--- src/rtl/pseudo_spi_rx_intf_pkg.sv ---
// Shared state encoding and small decode helpers for the pseudo-SPI receive
// interface and its phase generator.
package pseudo_spi_rx_intf_pkg;

  typedef enum logic [2:0] {
    IDLE  = 3'b000,
    LATCH = 3'b001,
    SAMP  = 3'b011,
    CLK1  = 3'b010,
    CLK2  = 3'b110,
    WRIT  = 3'b100,
    LOOP  = 3'b111,
    DONE  = 3'b101
  } rx_state_e;

  // States whose length is set by the phase generator (stretched by the divider).
  function automatic logic is_phase_state(input rx_state_e s);
    return (s == LATCH) || (s == CLK1) || (s == CLK2);
  endfunction

  function automatic logic owns_sram(input rx_state_e s);
    return (s != IDLE) && (s != DONE);
  endfunction

endpackage

--- src/rtl/pseudo_spi_rx_intf_phase_gen.sv ---
// SCLK1/SCLK2/LAT phase sequencer. With PSEUDO_SPI_RX_FREQ_DIV_EN defined, an
// 8-bit divider stretches each phase to FREQ_DIV+1 cycles before o_step.
module pseudo_spi_phase_gen
  import pseudo_spi_rx_intf_pkg::*;
(
  input  logic       CLK,
  input  logic       rst_n,
`ifdef PSEUDO_SPI_RX_FREQ_DIV_EN
  input  logic [2:0] i_state,
  input  logic [7:0] i_freq_div,
`endif
  input  logic [2:0] i_next_state,
  output logic       o_step,
  output logic       o_sclk1,
  output logic       o_sclk2,
  output logic       o_lat
);

  logic r_sclk1;
  logic r_sclk2;
  logic r_lat;

  // Strobes are decoded from the next state so they line up with the state
  // register while still coming straight from flops.
  always_ff @(posedge CLK or negedge rst_n) begin
    if (!rst_n) begin
      r_sclk1 <= 1'b0;
      r_sclk2 <= 1'b0;
      r_lat   <= 1'b0;
    end else begin
      r_sclk1 <= (i_next_state == CLK1);
      r_sclk2 <= (i_next_state == CLK2);
      r_lat   <= (i_next_state == LATCH);
    end
  end

`ifdef PSEUDO_SPI_RX_FREQ_DIV_EN
  logic [7:0] r_div_cnt;
  logic       w_in_phase;

  assign w_in_phase = is_phase_state(rx_state_e'(i_state));
  // >= rather than == so a FREQ_DIV lowered mid-phase cannot stall the sequencer.
  assign o_step     = (r_div_cnt >= i_freq_div);

  always_ff @(posedge CLK or negedge rst_n) begin
    if (!rst_n) begin
      r_div_cnt <= '0;
    end else if (!w_in_phase || o_step) begin
      r_div_cnt <= '0;
    end else begin
      r_div_cnt <= r_div_cnt + 8'd1;
    end
  end
`else
  assign o_step = 1'b1;
`endif

  assign o_sclk1 = r_sclk1;
  assign o_sclk2 = r_sclk2;
  assign o_lat   = r_lat;

endmodule

--- src/rtl/pseudo_spi_rx_intf.sv ---
// Pseudo-SPI receive interface: shifts bytes LSB-first out of an external scan
// chain and writes them to SRAM. Optional divider: PSEUDO_SPI_RX_FREQ_DIV_EN.
module pseudo_spi_rx_intf
  import pseudo_spi_rx_intf_pkg::*;
#(
  parameter int MEMORY_DATA_WIDTH = 8,
  parameter int MEMORY_ADDR_WIDTH = 10,
  parameter int RESERVED_DATA_LEN = 8
) (
  input  logic                         CLK,
  input  logic                         rst_n,
  input  logic                         BGN,
  input  logic [MEMORY_ADDR_WIDTH-1:0] ADDR_BGN,
  input  logic [RESERVED_DATA_LEN-1:0] DATA_LEN,
  input  logic                         SPI_SI,
`ifdef PSEUDO_SPI_RX_FREQ_DIV_EN
  input  logic [7:0]                   FREQ_DIV,
`endif
  output logic                         SCLK1,
  output logic                         SCLK2,
  output logic                         LAT,
  output logic                         CEN,
  output logic                         WEN,
  output logic [MEMORY_ADDR_WIDTH-1:0] A,
  output logic [MEMORY_DATA_WIDTH-1:0] PO,
  output logic                         spi_MUX,
  output logic                         spi_is_done
);

  localparam int BIT_CNT_W = (MEMORY_DATA_WIDTH > 1) ? $clog2(MEMORY_DATA_WIDTH) : 1;
  localparam logic [BIT_CNT_W-1:0]         LAST_BIT = BIT_CNT_W'(MEMORY_DATA_WIDTH - 1);
  localparam logic [RESERVED_DATA_LEN-1:0] LEN_ONE  = RESERVED_DATA_LEN'(1);

  rx_state_e                    r_state;
  rx_state_e                    w_next_state;
  logic                         w_step;
  logic                         w_write_next;
  logic [MEMORY_ADDR_WIDTH-1:0] r_addr;
  logic [RESERVED_DATA_LEN-1:0] r_remaining;
  logic [BIT_CNT_W-1:0]         r_bit_cnt;
  logic [MEMORY_DATA_WIDTH-1:0] r_shreg;
  logic [MEMORY_DATA_WIDTH-1:0] w_shreg_next;
  logic                         r_cen;
  logic                         r_wen;
  logic [MEMORY_ADDR_WIDTH-1:0] r_a;
  logic [MEMORY_DATA_WIDTH-1:0] r_po;
  logic                         r_mux;
  logic                         r_done;

  pseudo_spi_phase_gen u_phase_gen (
    .CLK          (CLK),
    .rst_n        (rst_n),
`ifdef PSEUDO_SPI_RX_FREQ_DIV_EN
    .i_state      (r_state),
    .i_freq_div   (FREQ_DIV),
`endif
    .i_next_state (w_next_state),
    .o_step       (w_step),
    .o_sclk1      (SCLK1),
    .o_sclk2      (SCLK2),
    .o_lat        (LAT)
  );

  // NOTE: sequential state uses non-blocking assignments so every flop samples
  // pre-edge values regardless of the order the blocks are evaluated in.
  always_ff @(posedge CLK or negedge rst_n) begin
    if (!rst_n) r_state <= IDLE;
    else        r_state <= w_next_state;
  end

  // NOTE: w_next_state gets its default before any branch; a path that left it
  // unassigned would infer a latch.
  always_comb begin
    w_next_state = r_state;
    if ((r_state != IDLE) && !BGN) begin
      w_next_state = IDLE;
    end else begin
      case (r_state)
        IDLE:    if (BGN) w_next_state = (DATA_LEN == '0) ? DONE : LATCH;
        LATCH:   if (w_step) w_next_state = SAMP;
        SAMP:    w_next_state = (r_bit_cnt == LAST_BIT) ? WRIT : CLK1;
        CLK1:    if (w_step) w_next_state = CLK2;
        CLK2:    if (w_step) w_next_state = SAMP;
        WRIT:    w_next_state = LOOP;
        LOOP:    w_next_state = (r_remaining == LEN_ONE) ? DONE : CLK1;
        DONE:    w_next_state = DONE;
        default: w_next_state = IDLE;
      endcase
    end
  end

  assign w_shreg_next = {SPI_SI, r_shreg[MEMORY_DATA_WIDTH-1:1]};
  assign w_write_next = (w_next_state == WRIT);

  always_ff @(posedge CLK or negedge rst_n) begin
    if (!rst_n) begin
      r_addr      <= '0;
      r_remaining <= '0;
      r_bit_cnt   <= '0;
      r_shreg     <= '0;
    end else begin
      case (r_state)
        IDLE: begin
          r_bit_cnt <= '0;
          if (BGN) begin
            r_addr      <= ADDR_BGN;
            r_remaining <= DATA_LEN;
          end
        end
        SAMP: begin
          r_shreg   <= w_shreg_next;
          r_bit_cnt <= r_bit_cnt + 1'b1;
        end
        LOOP: begin
          if (r_remaining != LEN_ONE) begin
            r_addr      <= r_addr + 1'b1;
            r_remaining <= r_remaining - 1'b1;
            r_bit_cnt   <= '0;
          end
        end
        default: ;
      endcase
    end
  end

  // PO takes the post-shift value, since the last bit lands on the same edge
  // that enters WRIT.
  always_ff @(posedge CLK or negedge rst_n) begin
    if (!rst_n) begin
      r_cen  <= 1'b1;
      r_wen  <= 1'b1;
      r_a    <= '0;
      r_po   <= '0;
      r_mux  <= 1'b0;
      r_done <= 1'b0;
    end else begin
      r_cen  <= !w_write_next;
      r_wen  <= !w_write_next;
      r_mux  <= owns_sram(w_next_state);
      r_done <= (w_next_state == DONE);
      if (w_write_next) begin
        r_a  <= r_addr;
        r_po <= w_shreg_next;
      end
    end
  end

  assign CEN         = r_cen;
  assign WEN         = r_wen;
  assign A           = r_a;
  assign PO          = r_po;
  assign spi_MUX     = r_mux;
  assign spi_is_done = r_done;

endmodule

--- config.mk ---
export PLATFORM = sky130hd
export DESIGN_NAME = pseudo_spi_rx_intf
export DESIGN_NICKNAME = d
export VERILOG_FILES = /design/src/rtl/pseudo_spi_rx_intf_pkg.sv /design/src/rtl/pseudo_spi_rx_intf_phase_gen.sv /design/src/rtl/pseudo_spi_rx_intf.sv
export SDC_FILE = /design/constraint.sdc
export NUM_CORES = 1
export LEC_CHECK = 0
export ABC_AREA = 1
export CAP_MARGIN = 40
export CORE_MARGIN = 1.5
export CORE_UTILIZATION = 35
export CTS_BUF_LIST = sky130_fd_sc_hd__clkbuf_4
export DETAILED_ROUTE_END_ITERATION = 8
export PLACE_DENSITY_LB_ADDON = 0.05
export SKIP_LAST_GASP = 1
export SLEW_MARGIN = 20
export SYNTH_ARGS = -nofsm -noshare
export SYNTH_HDL_FRONTEND = slang
export SYNTH_SLANG_ARGS = --single-unit
--- constraint.sdc ---
create_clock -name CLK -period 1.7 [get_ports CLK]
set_clock_uncertainty 0.1 [all_clocks]
set_input_delay 0.17 -clock CLK [delete_from_list [all_inputs] [get_ports CLK]]
set_output_delay 0.17 -clock CLK [all_outputs]
set_load 0.01 [all_outputs]
==> results_dict.tcl <==
set metrics [dict create \
    async_reset_ff_share_pct 100 \
    achievable-frequency_mhz 531 \
    syn-cell-area_um2 2830 \
    irDropWorstVdd_uv 437 \
    die_y_um 92.9 \
    synth_enable_flop_cells 0 \
    gp_congestion 0.769 \
    timing.reg2reg.setup_slack_ns -0.18 \
    detailedRoute.firstIterationViolations 93 \
    netlist.top_cell.by_area "dfrtp_1" \
    number_of_nets_at_the_end_of_the_flow 470 \
    worst_setup_path_start_kind "flip-flop" \
    drive_gt1_share_pct 26.4 \
    synthesis.instances 352 \
    wire_per_inst_um 12.7 \
    grt_pass1_wl_um 11100 \
    slew-limit-headroom_pct 64.4 \
    cts_tree "done" \
    firstDrtPassIters 4 \
    residual_antenna_violating_net_count_after_detailed_routing 0 \
    combinational_cell_fraction_of_total_power_pct 45.0 \
    final_period_demand_of_the_worst_path_ns 1.88 \
    yosys_register_bits 55 \
    antennaDiodeCount 0 \
    root_buffer_cell "clkbuf_4" \
    hold_crit_path_type "in -> async" \
    fin_crit_sh_pct 111 \
    synth-warning-count 0 \
    post_synth_main_area_contributors "dfrtp_1 48%, nand2_1 15%, inv_1 5.6%" \
    timing_worst_slew_pin_value_ns 0.534 \
    initial_core_utilization_pct 36.4 \
    failing_checks "negative setup slack" \
    setup-violations-final 29 \
    grt_antenna_before_repair 0 \
    power.leakage_nw 1.99 \
    post_synth_num_cell_types 34 \
    rows 32 \
    layout.cells.non_filler 546 \
    rsz_0062_raised_after_global_routing "true" \
    grt_overflow_total 0 \
    cts_max_level 2 \
    critPathArrivalTime_ns 2.15 \
    die_area_um2 8620 \
    clock_power_share_pct 12.7 \
    dp_hpwl_um 4700 \
    finalHoldViolCount 0 \
    global_route.usage.total_pct 16.3 \
    clockBufferDepth 2 \
    chipWidth_um 92.9 \
    floorplan.core_area_um2 7770 \
    dpl_cells 523 \
    yosysSeqAreaShare_pct 48.7 \
    io_buffers 46 \
    dominantRegCellSynth "dfrtp_1" \
    p_sw_mw 1.94 \
    cts_inserted_buffers 5 \
    post-synth-top-count-cell "nand2_1" \
    drt_wl_total_um 6920 \
    synth_top_area_share_pct 47.8 \
    cp_data_required_time_ns 1.96 \
    flow.area_growth_from_synthesis_pct 45.4 \
    first_global_vias 2336 \
    grt_start_max_net_pins 21 \
    post_layout_worst_setup_margin_ns -0.184 \
    critPathKind "reg -> reg" \
    syn-mean-instance-area_um2 8.03 \
    status "finished, violations left" \
    cell_internal_pwr_mw 3.15 \
    clock_sink_count 55 \
    yosys-top-cells-count "114 x nand2_1, 54 x dfrtp_1, 42 x inv_1" \
    cap_violations 0 \
    power-per-cell-area_nw_per_um2 1240 \
    vias 2488 \
    drt-vias-per-instance 4.56 \
    pwr-share-seq_pct 42.3 \
    preCtsSetupSlack_ns -0.138 \
    critPathCaptureType "flip-flop" \
    report.final.slew_viol_count 0 \
    crit_path_max_fanout 5 \
    design.portCount 47 \
    power.switching_fraction_pct 38.2 \
    detail_route.drc_violations 0 \
    clock_pin_slew_reported_for_the_worst_setup_and_hold_paths_after_clock_tree_synthesis_ns 0.19 \
    syn-num-nets 379 \
    clock_latency_ns 0.39 \
]
## final timing paths
kind / depth (start not counted) / start / endpoint
worst max-delay path: 13 / r_bit_cnt[0] / WEN
worst min-delay path: 2 / rst_n / r_addr[8]
worst max register to register: 13 / r_bit_cnt[0] / WEN
worst min register to register: 2 / r_shreg[1] / r_shreg[1]
max in group asynchronous: 3 / rst_n / r_addr[0]
min in group CLK: 3 / SPI_SI / r_shreg[7]
## stage by stage
stage	util, %	total power, mW	hold slack, ns	setup TNS (ns)	area (µm²)
final	52.9	5.09	0.161	-3.80	4110
after detailed placement	46.9	4.11	0.0782	-2.59	3640
after global placement	46.9	4.09	0.0790	-2.80	3640
after floorplan	-	3.16	-0.226	-0.357	2830
after global routing	52.9	5.51	0.166	-7.77	4110
after CTS	48.0	4.80	0.151	-2.55	3730
## power groups by stage
| stage | Combinational, mW | Sequential, mW | Clock [mW] |
|---|---|---|---|
| floorplan | 0.976 | 2.18 | 0 |
| global placement | 1.95 | 2.14 | 0 |
| detailed placement | 1.96 | 2.15 | 0 |
| CTS | 1.99 | 2.12 | 0.683 |
| global route | 2.54 | 2.22 | 0.740 |
| finish | 2.29 | 2.15 | 0.646 |
## worst max-delay path, cell delays in order (launching register included)
cell and delay (ns):
dfrtp_1 0.44, ha_2 0.21, ha_4 0.16, nand2_2 0.07
nand2_2 0.05, inv_2 0.05, nor2_1 0.03, nor2_1 0.11
nand3_2 0.12, nand2_4 0.13, nor2_8 0.06, clkbuf_16 0.16
buf_4 0.13, inv_2 0.04
## metal layers
| metal | global-route usage [%] | routed length (µm) | vias up |
|---|---|---|---|
| li1 | - | - | 1303 |
| met1 | 22.8 | 3380 | 1144 |
| met2 | 26.1 | 3300 | 34 |
| met3 | 2.71 | 170 | 7 |
| met4 | 4.55 | 75 | 0 |
| met5 | 0 | 0 | - |
## sequential cells by signal (all words and copies together) (netlist names)
signal / cells
u_phase_gen.o_sclk2: 1
u_phase_gen.o_lat: 1
A: 10
r_state: 3
r_addr: 10
PO: 8
spi_MUX: 1
u_phase_gen.o_sclk1: 1
spi_is_done: 1
r_remaining: 8
r_shreg: 7
WEN: 1
r_bit_cnt: 3
## logic make-up (layout without fill, tap and decap cells)
family	count (synthesis)	count (layout)	share of synthesized area, %
compound gates	65	65	14.0
xor+xnor	1	1	0.310
fa+ha+maj	5	5	2.21
buf+inv	56	148	8.19
flops	55	55	48.7
simple gates	170	170	26.5
## cell type report
cell class | count | area [µm²]
inverter | 46 | 180
sequential | 55 | 1380
fill | 759 | 3660
tap | 102 | 128
multi-input combinational | 241 | 1400
timing repair buffer | 94 | 957
clock inverter | 3 | 28.8
clock buffer | 5 | 37.5
## placed cells by master (no fill, tap or decap), types with 3 or more instances in the layout
master,count
o21ai_0,18
nor2_4,3
inv_4,3
buf_6,5
buf_12,5
a21oi_1,9
o21ai_1,4
dfrtp_1,52
nand2_4,8
a21oi_2,3
clkdlybuf4s50_1,43
inv_2,7
inv_1,35
nand2_2,15
clkbuf_4,5
nor2_2,4
clkbuf_16,3
o21bai_1,19
nand2_1,94
buf_4,33
nor2_1,20
nand3_1,13
## what timing repair did
| item | 4_1_cts | 5_1_grt |
|---|---|---|
| buffers inserted | 0 | 11 |
| endpoints found under the hold margin | 34 | 0 |
| resized for setup | 6 | 68 |
| endpoints found under the setup margin | 41 | 41 |
| pin swaps | 2 | 22 |
| cloned | 0 | 3 |
| hold buffers | 1 | 0 |
Note: power is estimated with default switching activity, not from simulation.
